$ cat config.mk
export PLATFORM = sky130hd
export DESIGN_NAME = sgpio_master
export DESIGN_NICKNAME = d
export VERILOG_FILES = /design/src/rtl/sgpio_master.sv
export SDC_FILE = /design/constraint.sdc
export NUM_CORES = 1
export LEC_CHECK = 0
export CAP_MARGIN = 5
export CORE_MARGIN = 5
export CORE_UTILIZATION = 58
export CTS_BUF_LIST = sky130_fd_sc_hd__clkbuf_16
export DETAILED_ROUTE_END_ITERATION = 16
export PLACE_DENSITY = 0.83
export SLEW_MARGIN = 20
export SYNTH_ARGS = -nofsm -noshare
export SYNTH_HDL_FRONTEND = slang
export SYNTH_SLANG_ARGS = --single-unit
$ cat constraint.sdc
create_clock -name i_clk -period 4.1 [get_ports i_clk]
set_input_delay 0.82 -clock i_clk [delete_from_list [all_inputs] [get_ports i_clk]]
set_output_delay 0.82 -clock i_clk [all_outputs]
set_load 0.1 [all_outputs]
$ cat src/rtl/sgpio_master.sv
// sgpio_master: master end of a four-wire synchronized serial GPIO link.
// Generates o_sclk, the frame-start strobe o_sync and o_mosi from i_clk,
// shifts i_user_sw out LSB first and assembles the slave's LED byte from
// i_miso. A frame is 9 slots (sync slot + 8 data slots). Each slot is
// CLK_DIV cycles with o_sclk low, then CLK_DIV cycles with o_sclk high.
//
// Ports:
//   i_clk            system clock; all outputs are registers in this domain
//   i_rstn           asynchronous active-low reset
//   i_enable         1 = run frames back-to-back, 0 = stop at frame boundary
//   i_user_sw[7:0]   switch value sent to the slave, captured at slot-0 start
//   o_user_led[7:0]  LED value last received from the slave
//   o_user_led_valid sticky flag, set after the first complete frame
//   o_frame_done     one-cycle pulse when o_user_led updates
//   o_sclk           serial clock, low when idle
//   o_sync           high for all of slot 0
//   o_mosi           serial data to the slave, LSB first
//   i_miso           serial data from the slave, LSB first
module sgpio_master #(
  parameter int CLK_DIV = 4
) (
  input  logic       i_clk,
  input  logic       i_rstn,
  input  logic       i_enable,
  input  logic [7:0] i_user_sw,
  output logic [7:0] o_user_led,
  output logic       o_user_led_valid,
  output logic       o_frame_done,
  output logic       o_sclk,
  output logic       o_sync,
  output logic       o_mosi,
  input  logic       i_miso
);

  typedef enum logic {
    IDLE = 1'b0,
    RUN  = 1'b1
  } state_t;

  localparam logic [7:0] DIV_LAST = 8'(CLK_DIV - 1);

  state_t     state;
  logic [3:0] slot;
  logic [7:0] div;
  logic [7:0] tx;
  logic [7:0] rx;

  always_ff @(posedge i_clk or negedge i_rstn) begin
    if (!i_rstn) begin
      state            <= IDLE;
      slot             <= '0;
      div              <= '0;
      tx               <= '0;
      rx               <= '0;
      o_user_led       <= '0;
      o_user_led_valid <= 1'b0;
      o_frame_done     <= 1'b0;
      o_sclk           <= 1'b0;
      o_sync           <= 1'b0;
      o_mosi           <= 1'b0;
    end else begin
      o_frame_done <= 1'b0;
      case (state)
        IDLE: begin
          if (i_enable) begin
            state  <= RUN;
            slot   <= '0;
            div    <= '0;
            o_sclk <= 1'b0;
            o_sync <= 1'b1;
            o_mosi <= 1'b0;
            tx     <= i_user_sw;
          end
        end
        RUN: begin
          if (div != DIV_LAST) begin
            div <= div + 8'd1;
          end else begin
            div <= '0;
            if (!o_sclk) begin
              // Rising edge: the slave shifts on this same edge, so i_miso
              // still holds the bit it presented for this slot.
              o_sclk <= 1'b1;
              if (slot != 4'd0) rx <= {i_miso, rx[7:1]};
              if (slot == 4'd8) begin
                o_user_led       <= {i_miso, rx[7:1]};
                o_user_led_valid <= 1'b1;
                o_frame_done     <= 1'b1;
              end
            end else begin
              // Falling edge: start of the next slot; sync/mosi move only here.
              o_sclk <= 1'b0;
              if (slot == 4'd8) begin
                slot   <= '0;
                o_mosi <= 1'b0;
                if (i_enable) begin
                  o_sync <= 1'b1;
                  tx     <= i_user_sw;
                end else begin
                  o_sync <= 1'b0;
                  state  <= IDLE;
                end
              end else begin
                slot   <= slot + 4'd1;
                o_sync <= 1'b0;
                o_mosi <= tx[slot[2:0]];
              end
            end
          end
        end
        default: state <= IDLE;
      endcase
    end
  end

endmodule

==> impl_metrics.env <==
export IMPL_status="completed"
export IMPL_crit_buf_inv=1
export IMPL_setup_tns_ps=0
export IMPL_synth_nets=168
export IMPL_place_congestion=0.793
export IMPL_endpoint_kind="primary output"
export IMPL_vias=1316
export IMPL_htree_levels=2
export IMPL_p_total_uw=804
export IMPL_clock_latency_ps=280
export IMPL_die_h_um=67.3
export IMPL_ys_types=39
export IMPL_die_w_um=67.3
export IMPL_critPathArrivalTime_ps=1930
export IMPL_clock_sinks=41
export IMPL_cts_root_buf="clkbuf_16"
export IMPL_cts_buffers=5
export IMPL_dpl_instance_area_sq_um=2170
export IMPL_synth_area_sq_um=1900
export IMPL_drt_initial_drc_count=70
export IMPL_maxCapViolCount=0
export IMPL_finalCritPeriodShare_pct=67.0
export IMPL_track_usage_pct=19.2
export IMPL_path_delay_family="buffers and inverters"
export IMPL_cp_required_ps=3280
export IMPL_yosys_area_top_type="dfrtp_1"
export IMPL_mostFrequentLayoutCell="dfrtp_1"
export IMPL_cp_slowest_stage_delay_ps=1190
export IMPL_antenna_left=0
export IMPL_num_antenna_cells=0
export IMPL_synthTopCellsByArea="dfrtp_1 54%, mux2_2 10%, mux2_4 5.5%, o21ai_0 2.6%, mux4_2 2.4%"
export IMPL_dpl_hpwl_um=2530
export IMPL_setup_viol=0
export IMPL_grt_ovfl_total=0
export IMPL_rsz0062_at_grt="false"
export IMPL_port_buffers=24
export IMPL_gr_usage_met1_pct=22.9
export IMPL_finalCriticalPeriod_ps=2750
export IMPL_grt_max_degree=42
export IMPL_synth_top_cell_area_share_pct=53.9
export IMPL_area_growth_pct=21.2
export IMPL_hold_viol=0
export IMPL_hold_buffers=0
export IMPL_crit_path_top_delay_cell="clkdlybuf4s50_1"
export IMPL_grt_pass1_wl_um=6290
export IMPL_ys_seq_area_share_pct=53.9
export IMPL_max_freq_mhz=364
export IMPL_fin_cells=224
export IMPL_worstPathMaxFanout=7
export IMPL_hold_slack_ps=466
export IMPL_dieArea_sq_um=4530
export IMPL_gr_max_usage_layer="met2"
export IMPL_synth_main_ff_cell="dfrtp_1"
export IMPL_met3_usage_pct=5.66
export IMPL_grtUsageMet2_pct=31.3
export IMPL_p_per_area_nw_per_um2=349
export IMPL_path_clk_slew_ps=60
export IMPL_slew_viol_final=0
export IMPL_core_area_sq_um=3100
export IMPL_cp_start_kind="flip-flop"
export IMPL_async_reset_ff_share_pct=100
export IMPL_synth_avg_cell_area_sq_um=12.4
export IMPL_io_pins=25
export IMPL_final_nets=194
export IMPL_layout_drive_gt1_share_pct=20.6
export IMPL_mostFrequentLayoutCells="41 x dfrtp_1, 23 x clkdlybuf4s50_1, 17 x mux2_2"
export IMPL_post_route_drc_count=0
export IMPL_worstPathCellList="clkdlybuf4s50_1"
export IMPL_synth_edf_count=0
export IMPL_min_path_type="reg -> reg"
export IMPL_leakage_uw=0.00107
export IMPL_wire_per_inst_um=16.3
export IMPL_first_pass_iters=4
export IMPL_place_inst=216
export IMPL_ys_ff_latch=41
export IMPL_worst_slew_pin_slew_ps=990
export IMPL_register_area_sq_um=1030
export IMPL_syn_inst=153
export IMPL_routed_via_density=5.88
export IMPL_initial_utilization_pct=61.3
export IMPL_cts_max_path_buffers=2
export IMPL_row_count=20
export IMPL_peakVddDrop_v=0.000254
export IMPL_yosys_warnings=0
export IMPL_routed_wl_um=3640
export IMPL_cts_tree="yes"
export IMPL_fin_skew_ps=5.55
export IMPL_grt_antenna_before_repair=0
export IMPL_fillers=233
export IMPL_multi_input_area_sq_um=833
export IMPL_slew_headroom_pct=33.8
export IMPL_cts_resized=0
export IMPL_cts_setup_buffers=0
export IMPL_grt_pass1_vias=1352
export IMPL_final_area_sq_um=2310
export IMPL_worstSetupPathType="reg -> out"
[cells in the mapped netlist (all sizes together) (2+ instances only)]
master and n:
and3 2, a21oi 5, nor2 7, o22ai 2
dfrtp 41, nor4 3, ha 3, nand3 6
mux4 2, a22o 2, clkbuf 2, or4 3
mux2 24, a21o 4, nor3b 2, o21ai 10
nand4 2, buf 3, nand2b 2, mux2i 2
nand2 10, inv 5
[registers in the layout, summed over array words and instances, names as in the netlist]
signal and flops:
div 8, o_frame_done 1, o_mosi 1, o_sclk 1
o_sync 1, o_user_led 8, o_user_led_valid 1, rx 7
slot 4, state 1, tx 8
[layout make-up]
class                   count  share of cell area [%]
flip-flops and latches     41                    44.5
multi-input cells         102                    36.1
repair buffers             24                    10.2
clock buffers               5                    5.43
well taps                  44                    2.39
inverters                   5                   0.814
clock inverters             3                   0.543
[metrics by stage]
stage | setup slack (ps) | util [%]
after global routing | 1300 | 74.3
after CTS | 1350 | 74.3
after global placement | 1670 | 69.9
final | 1350 | 74.3
after floorplan | 1960 | -
after detailed placement | 1650 | 69.9
[cell families after synthesis]
logic type	count (synthesis)	share of synthesized area (%)
simple gates	41	12.8
flops	41	53.9
compound gates	28	9.14
mux	28	19.0
buf+inv	10	2.30
fa+ha+maj	3	1.97
xor+xnor	2	0.921
[path summary, 6_finish.rpt]
| kind | startpoint | end | slack (ps) | depth (start not counted) |
|---|---|---|---|---|
| setup / recovery | o_sclk | o_sclk | 1350 | 1 |
| hold reg to reg | o_user_led_valid | o_user_led_valid | 470 | 1 |
| max in group asynchronous | i_rstn | o_sclk | 2890 | 1 |
| hold / removal | o_user_led_valid | o_user_led_valid | 470 | 1 |
| setup reg to reg | div[1] | rx[7] | 1790 | 5 |
| min in group asynchronous | i_rstn | o_user_led[1] | 650 | 1 |
[power breakdown]
part / internal (uW) / switching (uW) / leakage, uW
Combinational: 11.9 / 18.3 / 0.000492
Sequential: 406 / 1.08 / 0.000510
Clock: 220 / 146 / 0.0000687
[layer usage]
layer | vias to the layer above | wire, um | share of wire [%]
li1 | 608 | - | -
met1 | 655 | 1520 | 42
met4 | 0 | 76 | 2.1
met3 | 8 | 237 | 6.5
met2 | 45 | 1810 | 50
met5 | - | 0 | 0
No activity file was read; power rests on OpenSTA's default activity.
